`config.mk`:
```
export PLATFORM = sky130hd
export DESIGN_NAME = msrh_inst_buffer_flat
export DESIGN_NICKNAME = d
export VERILOG_FILES = /design/src/rtl/msrh_inst_buffer_if.sv /design/src/rtl/msrh_inst_buffer.sv /design/src/flat_wrapper.sv
export SDC_FILE = /design/constraint.sdc
export NUM_CORES = 1
export LEC_CHECK = 0
export CAP_MARGIN = 20
export CORE_MARGIN = 8
export CORE_UTILIZATION = 55
export CTS_BUF_LIST = sky130_fd_sc_hd__clkbuf_4 sky130_fd_sc_hd__clkbuf_8
export DETAILED_ROUTE_END_ITERATION = 8
export GPL_ROUTABILITY_DRIVEN = 0
export PLACE_DENSITY = 0.87
export SETUP_SLACK_MARGIN = 0.05
export SYNTH_ARGS = -nofsm -noshare
export SYNTH_HDL_FRONTEND = slang
export SYNTH_SLANG_ARGS = --single-unit
```
`constraint.sdc`:
```
create_clock -name i_clk -period 11.5 [get_ports i_clk]
set_clock_uncertainty 0.1 [all_clocks]
set_input_delay 2.3 -clock i_clk [delete_from_list [all_inputs] [get_ports i_clk]]
set_output_delay 2.3 -clock i_clk [all_outputs]
set_load 0.01 [all_outputs]
```
`src/rtl/msrh_inst_buffer_if.sv`:
```
// Fetch-line / dispatch-group handshake bundle for msrh_inst_buffer.
// master = fetch + decoder side, slave = the instruction buffer.
interface msrh_inst_buffer_if #(
    parameter int FETCH_W   = 4,
    parameter int DISP_SIZE = 2,
    parameter int VADDR_W   = 39
);
    logic                    f2_valid;
    logic [VADDR_W-1:0]      f2_pc;
    logic [32*FETCH_W-1:0]   f2_inst;
    logic                    f2_ready;
    logic                    disp_valid;
    logic [VADDR_W-1:0]      disp_pc;
    logic [32*DISP_SIZE-1:0] disp_inst;
    logic [DISP_SIZE-1:0]    disp_inst_valid;
    logic                    disp_ready;

    modport master (
        output f2_valid, f2_pc, f2_inst, disp_ready,
        input  f2_ready, disp_valid, disp_pc, disp_inst, disp_inst_valid
    );

    modport slave (
        input  f2_valid, f2_pc, f2_inst, disp_ready,
        output f2_ready, disp_valid, disp_pc, disp_inst, disp_inst_valid
    );
endinterface

```
`src/rtl/msrh_inst_buffer.sv`:
```
// Instruction buffer between fetch (F2) and decode: line FIFO, dispatch groups that never cross a line.
// Optional same-cycle bypass of the incoming line when empty: define MSRH_IBUF_BYPASS_EN.
module msrh_inst_buffer #(
    parameter int FETCH_W   = 4,
    parameter int DISP_SIZE = 2,
    parameter int DEPTH     = 4,
    parameter int VADDR_W   = 39
) (
    input  logic               i_clk,
    input  logic               i_reset_n,
    input  logic               i_flush_valid,
    msrh_inst_buffer_if.slave  bus
);
    localparam int OFF_W  = $clog2(FETCH_W);
    localparam int IDX_W  = $clog2(DEPTH);
    localparam int PTR_W  = IDX_W + 1;
    localparam int CNT_W  = OFF_W + 1;
    localparam int BASE_W = VADDR_W - OFF_W - 2;
`ifdef MSRH_IBUF_BYPASS_EN
    localparam bit BYPASS_EN = 1'b1;
`else
    localparam bit BYPASS_EN = 1'b0;
`endif

    // Line payload and base PC are plain storage; only pointers and offsets are reset.
    logic [32*FETCH_W-1:0] line_mem [DEPTH];
    logic [BASE_W-1:0]     base_mem [DEPTH];
    logic [OFF_W-1:0]      off_q    [DEPTH];
    logic [OFF_W-1:0]      off_d    [DEPTH];
    logic [PTR_W-1:0]      wr_ptr_q, wr_ptr_d;
    logic [PTR_W-1:0]      rd_ptr_q, rd_ptr_d;

    logic [IDX_W-1:0]      wr_idx, rd_idx;
    logic                  empty, full;
    logic [OFF_W-1:0]      f2_off;
    logic [BASE_W-1:0]     f2_base;
    logic                  unused_pc_lsb;

    assign wr_idx  = wr_ptr_q[IDX_W-1:0];
    assign rd_idx  = rd_ptr_q[IDX_W-1:0];
    assign empty   = (wr_ptr_q == rd_ptr_q);
    assign full    = (wr_idx == rd_idx) && (wr_ptr_q[IDX_W] != rd_ptr_q[IDX_W]);
    assign f2_off  = bus.f2_pc[OFF_W+1:2];
    assign f2_base = bus.f2_pc[VADDR_W-1:OFF_W+2];
    assign unused_pc_lsb = ^bus.f2_pc[1:0];

    // Group source: the head entry, or the incoming line when bypassing an empty FIFO.
    logic                  bypass_sel;
    logic                  src_valid;
    logic [32*FETCH_W-1:0] src_line;
    logic [BASE_W-1:0]     src_base;
    logic [OFF_W-1:0]      src_off;
    logic [CNT_W-1:0]      room, n;
    logic                  line_done;

    always_comb begin
        bypass_sel = BYPASS_EN && empty && bus.f2_valid && !i_flush_valid;
        src_valid  = !empty;
        src_line   = line_mem[rd_idx];
        src_base   = base_mem[rd_idx];
        src_off    = off_q[rd_idx];
        if (bypass_sel) begin
            src_valid = 1'b1;
            src_line  = bus.f2_inst;
            src_base  = f2_base;
            src_off   = f2_off;
        end
        room      = CNT_W'(FETCH_W) - CNT_W'(src_off);
        n         = (room < CNT_W'(DISP_SIZE)) ? room : CNT_W'(DISP_SIZE);
        line_done = (room == n);
    end

    logic [DISP_SIZE-1:0] slot_vld;

    genvar gi;
    generate
        for (gi = 0; gi < DISP_SIZE; gi++) begin : g_slot
            logic [OFF_W-1:0] idx;
            assign idx          = src_off + OFF_W'(gi);
            assign slot_vld[gi] = src_valid && (CNT_W'(gi) < n);
            assign bus.disp_inst[32*gi +: 32] =
                slot_vld[gi] ? src_line[{idx, 5'b0} +: 32] : 32'h0;
        end
    endgenerate

    assign bus.disp_valid      = src_valid;
    assign bus.disp_inst_valid = slot_vld;
    assign bus.disp_pc         = src_valid ? {src_base, src_off, 2'b00} : '0;
    assign bus.f2_ready        = !full;

    logic             fire;
    logic             write_en;
    logic [OFF_W-1:0] wr_off;

    always_comb begin
        wr_ptr_d = wr_ptr_q;
        rd_ptr_d = rd_ptr_q;
        off_d    = off_q;
        fire     = src_valid && bus.disp_ready;
        write_en = 1'b0;
        wr_off   = f2_off;
        if (i_flush_valid) begin
            wr_ptr_d = '0;
            rd_ptr_d = '0;
            for (int i = 0; i < DEPTH; i++) off_d[i] = '0;
        end else begin
            if (bypass_sel) begin
                // A bypassed line is stored only if the decoder left part of it behind.
                write_en = !(fire && line_done);
                if (fire) wr_off = src_off + n[OFF_W-1:0];
            end else begin
                write_en = bus.f2_valid && !full;
                if (fire) begin
                    if (line_done) rd_ptr_d = rd_ptr_q + PTR_W'(1);
                    else           off_d[rd_idx] = src_off + n[OFF_W-1:0];
                end
            end
            if (write_en) begin
                off_d[wr_idx] = wr_off;
                wr_ptr_d      = wr_ptr_q + PTR_W'(1);
            end
        end
    end

    always_ff @(posedge i_clk or negedge i_reset_n) begin
        if (!i_reset_n) begin
            wr_ptr_q <= '0;
            rd_ptr_q <= '0;
            for (int i = 0; i < DEPTH; i++) off_q[i] <= '0;
        end else begin
            wr_ptr_q <= wr_ptr_d;
            rd_ptr_q <= rd_ptr_d;
            for (int i = 0; i < DEPTH; i++) off_q[i] <= off_d[i];
        end
    end

    always_ff @(posedge i_clk) begin
        if (write_en) begin
            line_mem[wr_idx] <= bus.f2_inst;
            base_mem[wr_idx] <= f2_base;
        end
    end
endmodule

```
`src/flat_wrapper.sv`:
```
// flat-port wrapper written by rule: the top's interface ports become plain ports
module msrh_inst_buffer_flat 
#(
    parameter int FETCH_W   = 4,
    parameter int DISP_SIZE = 2,
    parameter int DEPTH     = 4,
    parameter int VADDR_W   = 39
)
  (i_clk, i_reset_n, i_flush_valid, bus_f2_valid, bus_f2_pc, bus_f2_inst, bus_disp_ready, bus_f2_ready, bus_disp_valid, bus_disp_pc, bus_disp_inst, bus_disp_inst_valid);
  msrh_inst_buffer_if #(.FETCH_W(FETCH_W), .DISP_SIZE(DISP_SIZE), .VADDR_W(VADDR_W)) bus_i ();
  input  logic i_clk;
  input  logic i_reset_n;
  input  logic i_flush_valid;
  input wire logic [$bits(bus_i.f2_valid)-1:0] bus_f2_valid;
  input wire logic [$bits(bus_i.f2_pc)-1:0] bus_f2_pc;
  input wire logic [$bits(bus_i.f2_inst)-1:0] bus_f2_inst;
  input wire logic [$bits(bus_i.disp_ready)-1:0] bus_disp_ready;
  output wire logic [$bits(bus_i.f2_ready)-1:0] bus_f2_ready;
  output wire logic [$bits(bus_i.disp_valid)-1:0] bus_disp_valid;
  output wire logic [$bits(bus_i.disp_pc)-1:0] bus_disp_pc;
  output wire logic [$bits(bus_i.disp_inst)-1:0] bus_disp_inst;
  output wire logic [$bits(bus_i.disp_inst_valid)-1:0] bus_disp_inst_valid;
  assign bus_i.f2_valid = bus_f2_valid;
  assign bus_i.f2_pc = bus_f2_pc;
  assign bus_i.f2_inst = bus_f2_inst;
  assign bus_i.disp_ready = bus_disp_ready;
  assign bus_f2_ready = bus_i.f2_ready;
  assign bus_disp_valid = bus_i.disp_valid;
  assign bus_disp_pc = bus_i.disp_pc;
  assign bus_disp_inst = bus_i.disp_inst;
  assign bus_disp_inst_valid = bus_i.disp_inst_valid;
  msrh_inst_buffer #(.FETCH_W(FETCH_W), .DISP_SIZE(DISP_SIZE), .DEPTH(DEPTH), .VADDR_W(VADDR_W)) u_core (.i_clk(i_clk), .i_reset_n(i_reset_n), .i_flush_valid(i_flush_valid), .bus(bus_i));
endmodule
```
==> run summary, run 1 <==
Routed WL per cell -> 26.5 um
io pins -> 279
Core ar. -> 0.0478 sq mm
CTS tree -> built
# H-tree levels -> 3
Hold Crit Class -> reg2reg
syn avg cell area -> 23.3 sq um
CTS Hold Bufs -> 0
commonest non-fill, non-tap cell in the layout -> edfxtp_1
Hold Slack -> 498 ps
routed vias/inst -> 6.08
clk slew on worst S/H paths -> 70 ps
non-filler instance count after layout -> 2,185
Synth Area in Simple Gates -> 0.0281
Final WS setup -> 3480 ps
status -> completed
nets -> 1,661
VDD IR-drop max -> 0.000130 V
first-pass GRT wire length -> 86,900 um
share of power burned in registers -> 0.504
clk sinks -> 666
All-Layer GR Usage -> 0.204
Synth area leaders -> edfxtp_1, mux4_2, nor2b_1
number of max-cap violations -> 0
clock power share -> 0.367
DP Worst Slack -> 4080 ps
DRC errors left -> 0
Clk Latency, worst-skew pair -> 680 ps
Max Freq -> 125 MHz
most frequent cells in the layout -> edfxtp_1, clkdlybuf4s50_1, mux4_2
Power Density -> 170 mW/mm^2
Slew @ Worst Pin -> 1300 ps
initial antenna violation count -> 10
iteration count of the initial detailed-routing pass -> 5
RSZ-0062 raised after global routing -> false
Warnings, synthesis -> 0
# setup viols final -> 0
Post-DP Area -> 0.0301 sq mm
RR Endpoint -> u_core.line_mem[1][73]
synth unique cells -> 30
FF-to-FF setup slack -> 7490 ps
share of cells above drive strength 1 -> 0.275
min-delay src -> u_core.off_q[1]
Mapped Area -> 0.0267 sq mm
port bufs -> 274
GRT met1 Usage -> 0.260
fill cell count -> 2,900
WP data arrival -> 5620 ps
CTS Buffer Depth -> 3
Reg2Reg Launch Point -> u_core.rd_ptr_q[1]
fin. max-slew vios -> 0
ys flop type -> edfxtp_1
worst-case reg-to-reg path depth -> 6
die area -> 0.0558 sq mm
Post-DP HPWL -> 33,600 um
fin crit share -> 0.698
mux share of post-synthesis cell area -> 0.196
leakage -> 10.0 nW
largest net degree at the start of global routing -> 164
drt total wl -> 57,900 um
GRT busiest layer -> met2
met3 usage -> 0.0536
EDFF count, synth -> 652
post-layout min period -> 8020 ps
via count -> 13,289
post-CTS sizing -> 0
post-synth top area share -> 0.734
CTS buffer count -> 105
Placed Instances -> 1,987
NetSw -> 0.00125 W
Hold Violations, Final -> 0
area share of fa/ha/maj cells after synthesis -> 0.00469
Crit Path Class -> reg2out
Post-CTS Setup Repair Bufs -> 0
Pint -> 0.00423 W
Synth Register Bits -> 666
Setup crit end -> bus_disp_inst[44]
GR Util met2 -> 0.343
P&R area growth vs syn -> 20.7%
Iter 0 DRT Violations -> 1,187
nature of the critical path endpoint -> output pin
Max-slew headroom -> 0.131
compound-gate portion of the synthesized area -> 0.00596
top cell type by total area after synthesis -> edfxtp_1
Die Width -> 236 um
Critical Path Start Type -> register
design area -> 0.0322 sq mm
post-synthesis xor/xnor area fraction -> 0.00352
Critical Path Source -> u_core.rd_ptr_q[0]
Logic pwr share -> 0.129
gr ovfl total -> 0
Row Count -> 80
clock root buffer -> clkbuf_8
effective utilization at floorplan -> 0.557
Syn Inst Count -> 1,144
height of the die -> 236 um
Post-DRT Antenna Nets -> 0
sequential fraction of the synthesis area -> 0.747
Sw Share -> 0.229
crit path max fanout -> 37
vias in the first global route -> 14,245
Async SR Flop Fraction -> 0.0210
main combinational cell family by area after synthesis -> multiplexers
Data required, critical path -> 9100 ps
Final TNS setup -> 0 ps
-- flip-flops by register name, summed over array words and instances (netlist names) --
signal	cells
u_core.wr_ptr_q	3
u_core.off_q	8
u_core.rd_ptr_q	3
u_core.base_mem	140
u_core.line_mem	512
-- power by group through the flow --
| stage | Sequential (W) | Combinational (W) | Clock, W |
|---|---|---|---|
| floorplan | 0.00282 | 0.000378 | 0 |
| global placement | 0.00281 | 0.000697 | 0 |
| detailed placement | 0.00282 | 0.000712 | 0 |
| CTS | 0.00277 | 0.000717 | 0.00206 |
| global route | 0.00277 | 0.000748 | 0.00215 |
| finish | 0.00277 | 0.000707 | 0.00201 |
-- metal layers --
layer  routed length (um)  vias up
li1                     -     5553
met1                22100     7054
met3                 4770       79
met2                30000      593
met5                   68        -
met4                  909       10
-- metrics by stage --
step | utilization | power [W]
final | 0.673 | 0.00548
after global routing | 0.673 | 0.00567
after CTS | 0.673 | 0.00554
after detailed placement | 0.628 | 0.00353
after global placement | 0.628 | 0.00351
after floorplan | - | 0.00320
-- synth_stat cells (all sizes together) (2+ instances only) --
cell,instances
a211oi,8
a311oi,4
and2,32
buf,46
clkbuf,21
dfrtp,14
edfxtp,652
ha,10
inv,6
mux2i,6
mux4,229
nand2,4
nor2,23
nor2b,68
o311ai,5
o31ai,2
xnor2,5
xor2,4
-- area by class of cell --
cell class,count,area (sq um),area share
Sequential cell,666,19900,0.619
Multi-Input combinational cell,406,6400,0.199
Timing Repair Buffer,294,2930,0.0910
Clock buffer,151,1800,0.0560
Tap cell,615,769,0.0239
Clock inverter,43,329,0.0102
Inverter,6,22.5,0.000699
Antenna cell,4,10.0,0.000311
-- how the worst min path moves through the flow --
stage / endpoint / cells past startpoint
final: u_core.off_q[1] / 2
after global routing: u_core.off_q[1] / 2
after CTS: u_core.off_q[7] / 2
after detailed placement: u_core.off_q[7] / 2
after global placement: u_core.off_q[5] / 2
after floorplan: u_core.off_q[3] / 2
-- logic make-up after synthesis --
logic type / Yosys count
DFF: 666
muxes: 235
and+or+nand+nor: 130
buffers and inverters: 73
AOI/OAI and AO/OA: 20
adders and majority gates: 10
xor gates and xnor gates: 9
other: 1
-- critical path, stage by stage (launching register included) --
cell,delay (ps)
dfrtp_4,920
mux4_2,910
buf_4,510
inv_1,190
ha_2,770
buf_4,460
mux4_2,350
and2_1,170
clkdlybuf4s50_1,600
Power figures use the tool's default switching activity.
==> run 2, diff against run 1 <==
clock period = 7.55 ns   (was 11.5 ns; I/O delays follow)
==> run summary, run 2 (same netlist as run 1, synthesis figures left out) <==
status -> completed
DRC errors left -> 0 (unchanged)
clk slew on worst S/H paths -> 60 ps (about the same)
clk sinks -> 666 (unchanged)
Row Count -> 80 (unchanged)
initial antenna violation count -> 6 (-4)
critical path's most frequent cell -> mux4_2
die area -> 0.0558 sq mm (unchanged)
vias in the first global route -> 14,376 (+0.92%)
P&R area growth vs syn -> 20.2%
commonest non-fill, non-tap cell in the layout -> edfxtp_1
DP Worst Slack -> 1610 ps (-2480 ps)
post-layout min period -> 6620 ps
CTS Buffer Depth -> 3 (unchanged)
largest net degree at the start of global routing -> 95 (-42%)
design area -> 0.0321 sq mm (-0.45%)
FF-to-FF setup slack -> 3740 ps (-3750 ps)
Max-slew headroom -> 0.243 (+0.112)
post-CTS sizing -> 0 (unchanged)
min-delay src -> u_core.off_q[1]
Final TNS setup -> 0 ps (unchanged)
CP max stage delay -> 990 ps (+70 ps)
All-Layer GR Usage -> 0.208 (+0.00411)
number of flip-flops in the largest register -> 512 (unchanged)
height of the die -> 236 um (unchanged)
Iter 0 DRT Violations -> 1,088 (-8.3%)
Data required, critical path -> 5940 ps (-3160 ps)
iteration count of the initial detailed-routing pass -> 7 (+2)
Bufs and invs on worst path -> 3 (-1)
WP data arrival -> 5010 ps (-610 ps)
Final WS setup -> 930 ps (-2550 ps)
WHS Path Cells -> 2 (unchanged)
Post-DP HPWL -> 34,500 um (+2.9%)
fin. max-slew vios -> 0 (unchanged)
via count -> 13,155 (-1.0%)
RSZ-0062 raised after global routing -> false
Die Width -> 236 um (unchanged)
Hold Violations, Final -> 0 (unchanged)
effective utilization at floorplan -> 0.557 (unchanged)
Critical Path Source -> u_core.rd_ptr_q[1]
worst-case reg-to-reg path depth -> 5 (-1)
fin crit share -> 0.877
Critical Path Slowest Stage Cell -> mux4_2
# H-tree levels -> 3 (unchanged)
share of cells above drive strength 1 -> 0.271 (-0.00343)
clock root buffer -> clkbuf_8
Hold Crit Class -> reg2reg
gr ovfl total -> 0 (unchanged)
drt total wl -> 58,500 um (+0.97%)
fill cell count -> 2,912 (+0.41%)
leakage -> 9.98 nW (-0.59%)
nature of the critical path endpoint -> output pin
routed vias/inst -> 6.05 (-0.55%)
Reg2Reg Launch Point -> u_core.rd_ptr_q[1]
Post-DRT Antenna Nets -> 0 (unchanged)
CTS tree -> built
Critical Path Start Type -> register
port bufs -> 274 (unchanged)
top flop regs -> u_core.line_mem x512, u_core.base_mem x140, u_core.off_q x8
first-pass GRT wire length -> 88,200 um (+1.5%)
nets -> 1,664 (+0.18%)
Post-CTS Setup Repair Bufs -> 0 (unchanged)
Biggest register -> u_core.line_mem
crit path max fanout -> 43 (+16%)
Slew @ Worst Pin -> 1130 ps (-168 ps)
most frequent cells in the layout -> edfxtp_1, clkdlybuf4s50_1, mux4_2
Crit Path Class -> reg2out
worst-path cell chain -> mux4_2 > inv_1 > ha_2 > buf_12 > mux4_2 > and2_1 > clkdlybuf4s50_1
Routed WL per cell -> 26.9 um (+1.4%)
Power Density -> 254 mW/mm^2 (+49%)
Max Freq -> 151 MHz
cell family contributing the most delay on the critical path -> multiplexers
RR Endpoint -> u_core.line_mem[1][41]
VDD IR-drop max -> 0.000208 V (+61%)
number of max-cap violations -> 0 (unchanged)
Post-DP Area -> 0.0301 sq mm (+0.15%)
Clk Latency, worst-skew pair -> 680 ps (about the same)
final core utilization -> 0.670 (-0.00306)
# diodes -> 0 (-4)
Hold EP -> u_core.off_q[1]
CTS buffer count -> 103 (-1.9%)
Core ar. -> 0.0478 sq mm (unchanged)
CTS Hold Bufs -> 0 (unchanged)
io pins -> 279 (unchanged)
# setup viols final -> 0 (unchanged)
[run 2: cell count changes in the layout (fill, tap and decap cells not counted), sizes merged]
cell           before  now
inv                 9    8
bufinv              5    1
clkdlybuf4s15       1    0
diode               4    0
clkbuf            151  144
clkinv             33   35
buf                19   25
clkinvlp            2    1
[run 2: power breakdown]
part	total, W	internal [W]	switching [W]
clock	0.00285	0.00152	0.00133
sequential	0.00421	0.00418	0.0000284
combinational	0.00109	0.000564	0.000525
[run 2: layout make-up]
| type | count | area (sq um) | share of cell area |
|---|---|---|---|
| Clock buffer | 144 | 1750 | 0.0546 |
| Clock inverter | 39 | 199 | 0.00621 |
| Inverter | 6 | 22.5 | 0.000703 |
| Multi-Input combinational cell | 406 | 6400 | 0.200 |
| Sequential cell | 666 | 19900 | 0.622 |
| Tap cell | 615 | 769 | 0.0240 |
| Timing Repair Buffer | 299 | 2980 | 0.0928 |
[run 2: worst min-delay path: stages, from the launching register on]
cell      delay [ps]
dfrtp_1          370
nor2_1           110
a211oi_1          80
[run 2: per-layer routing]
layer  global-route usage  wire length (um)  vias to the layer above
met3               0.0497              4130                       89
li1                     -                 -                     5542
met5                    0                48                        -
met2                0.354             30500                      601
met4               0.0638              1080                        8
met1                0.266             22700                     6915
[run 2: worst max-delay path by stage]
stage          cells past startpoint                     to  slack (ps)
4_1_cts                            7      bus_disp_inst[45]         800
5_1_grt                            7      bus_disp_inst[46]         730
2_1_floorplan                      3  u_core.base_mem[0][0]       -1930
6_report                           7      bus_disp_inst[51]         930
3_5_place_dp                       7      bus_disp_inst[45]        1610
3_3_place_gp                       7      bus_disp_inst[46]        1680
[run 2: metrics by stage]
| stage | instances | hold slack, ps | total power (W) |
|---|---|---|---|
| floorplan | 1145 | 454 | 0.00487 |
| global placement | 1990 | 476 | 0.00534 |
| detailed placement | 1992 | 481 | 0.00538 |
| CTS | 2175 | 496 | 0.00823 |
| global route | 2175 | 520 | 0.00843 |
| finish | 2175 | 499 | 0.00815 |
==> run 3, diff against run 2 <==
PLACE_DENSITY = unset   (was 0.87)
PLACE_DENSITY_LB_ADDON = 0.1   (was unset)
SETUP_SLACK_MARGIN = 0.4   (was 0.05)
==> run summary, run 3 (same netlist as run 1, synthesis figures left out) <==
status -> completed
Die Width -> 236 um (unchanged)
routed vias/inst -> 5.93 (-2.0%)
port bufs -> 274 (unchanged)
Slew @ Worst Pin -> 1100 ps (-30.2 ps)
# H-tree levels -> 3 (unchanged)
number of flip-flops in the largest register -> 512 (unchanged)
design area -> 0.0322 sq mm (+0.51%)
Post-CTS Setup Repair Bufs -> 0 (unchanged)
Post-DP Area -> 0.0301 sq mm (about the same)
drt total wl -> 56,500 um (-3.4%)
die area -> 0.0558 sq mm (unchanged)
leakage -> 10.0 nW (+0.61%)
most frequent cells in the layout -> edfxtp_1, clkdlybuf4s50_1, mux4_2
WP data arrival -> 4990 ps (-20 ps)
Critical Path Start Type -> register
Max Freq -> 152 MHz (+0.35%)
clk sinks -> 666 (unchanged)
fin crit share -> 0.874 (-0.00310)
RSZ-0062 raised after global routing -> false
Data required, critical path -> 5940 ps (about the same)
fill cell count -> 3,148 (+8.1%)
top flop regs -> u_core.line_mem x512, u_core.base_mem x140, u_core.off_q x8
first-pass GRT wire length -> 84,900 um (-3.7%)
Iter 0 DRT Violations -> 938 (-14%)
initial antenna violation count -> 12 (+6)
nets -> 1,665 (+0.060%)
Row Count -> 80 (unchanged)
nature of the critical path endpoint -> output pin
effective utilization at floorplan -> 0.557 (unchanged)
DRC errors left -> 0 (unchanged)
CTS buffer count -> 106 (+2.9%)
VDD IR-drop max -> 0.000183 V (-12%)
CTS tree -> built
commonest non-fill, non-tap cell in the layout -> edfxtp_1
CP max stage delay -> 1110 ps (+120 ps)
# setup viols final -> 0 (unchanged)
Max-slew headroom -> 0.264 (+0.0202)
Critical Path Slowest Stage Cell -> dfrtp_4
share of cells above drive strength 1 -> 0.276 (+0.00460)
Core ar. -> 0.0478 sq mm (unchanged)
Post-DP HPWL -> 32,300 um (-6.6%)
critical path's most frequent cell -> mux4_2
Crit Path Class -> reg2out
Hold Slack -> 489 ps (-10.3 ps)
gr ovfl total -> 0 (unchanged)
crit path max fanout -> 63 (+47%)
fin. max-slew vios -> 0 (unchanged)
worst-path cell chain -> mux4_2 > inv_1 > ha_2 > buf_12 > mux4_2 > and2_1 > clkdlybuf4s50_1
Biggest register -> u_core.line_mem
Hold Violations, Final -> 0 (unchanged)
io pins -> 279 (unchanged)
Post-DRT Antenna Nets -> 0 (unchanged)
post-CTS sizing -> 0 (unchanged)
post-layout min period -> 6600 ps (-23.4 ps)
vias in the first global route -> 13,988 (-2.7%)
number of max-cap violations -> 0 (unchanged)
Hold Crit Class -> reg2reg
total power -> 0.00832 W (+2.1%)
largest net degree at the start of global routing -> 164 (+73%)
Power Density -> 258 mW/mm^2 (+1.6%)
Routed WL per cell -> 25.9 um (-3.7%)
clk slew on worst S/H paths -> 60 ps (about the same)
P&R area growth vs syn -> 20.8%
via count -> 12,934 (-1.7%)
Reg area -> 0.0199 sq mm (unchanged)
iteration count of the initial detailed-routing pass -> 5 (-2)
clock root buffer -> clkbuf_8
height of the die -> 236 um (unchanged)
CTS Buffer Depth -> 3 (unchanged)
Clk Latency, worst-skew pair -> 670 ps (about the same)
All-Layer GR Usage -> 0.202 (-0.00630)
area of the multi-input gates -> 0.00640 sq mm (unchanged)
CTS Hold Bufs -> 0 (unchanged)
## run 3: critical path: cells and delay by family (launching register included)
| kind | cells | cell delay, ps |
|---|---|---|
| fa+ha+maj | 1 | 790 |
| buf+inv | 3 | 1040 |
| simple gates | 1 | 160 |
| flops | 1 | 1110 |
| mux | 2 | 1150 |
## run 3: path summary, 6_finish.rpt
kind,startpoint,endpoint,slack [ps],cells past startpoint
max,u_core.rd_ptr_q[1],bus_disp_inst[44],950,7
min,u_core.off_q[3],u_core.off_q[3],490,2
max reg2reg,u_core.rd_ptr_q[1],u_core.base_mem[0][26],3420,6
min reg2reg,u_core.off_q[3],u_core.off_q[3],490,2
max in group asynchronous,i_reset_n,u_core.rd_ptr_q[1],5700,1
min in group asynchronous,i_reset_n,u_core.rd_ptr_q[2],1150,1
## run 3: area by class of cell
type,instances,share of cell area
Inverter,6,0.000699
Timing Repair Buffer,297,0.0920
Sequential cell,666,0.619
Clock inverter,38,0.00955
Clock buffer,150,0.0561
Antenna cell,3,0.000233
Multi-Input combinational cell,406,0.199
Tap cell,615,0.0239
## run 3: power breakdown
| part | internal, W | switching, W | leakage [nW] |
|---|---|---|---|
| combinational | 0.000563 | 0.000512 | 2.82 |
| clock | 0.00171 | 0.00133 | 1.11 |
| sequential | 0.00418 | 0.0000316 | 6.11 |
## run 3: routing by layer
metal  wire [um]  part of all wire  vias up  global-route usage
li1            -                 -     5555                   -
met1       23300              0.41     6839               0.267
met2       28200              0.50      426               0.328
met3        3840             0.068       98              0.0603
met4         991             0.018       16              0.0547
met5         106            0.0019        -                   0
## run 3: through the flow
stage	TNS, ps	cells	utilization	worst slack, ps
2_1_floorplan	-1259260	1145	-	-1930
3_3_place_gp	0	1990	0.629	1610
3_5_place_dp	0	1990	0.629	1570
4_1_cts	0	2178	0.673	818
5_1_grt	0	2178	0.673	699
6_report	0	2181	0.673	953
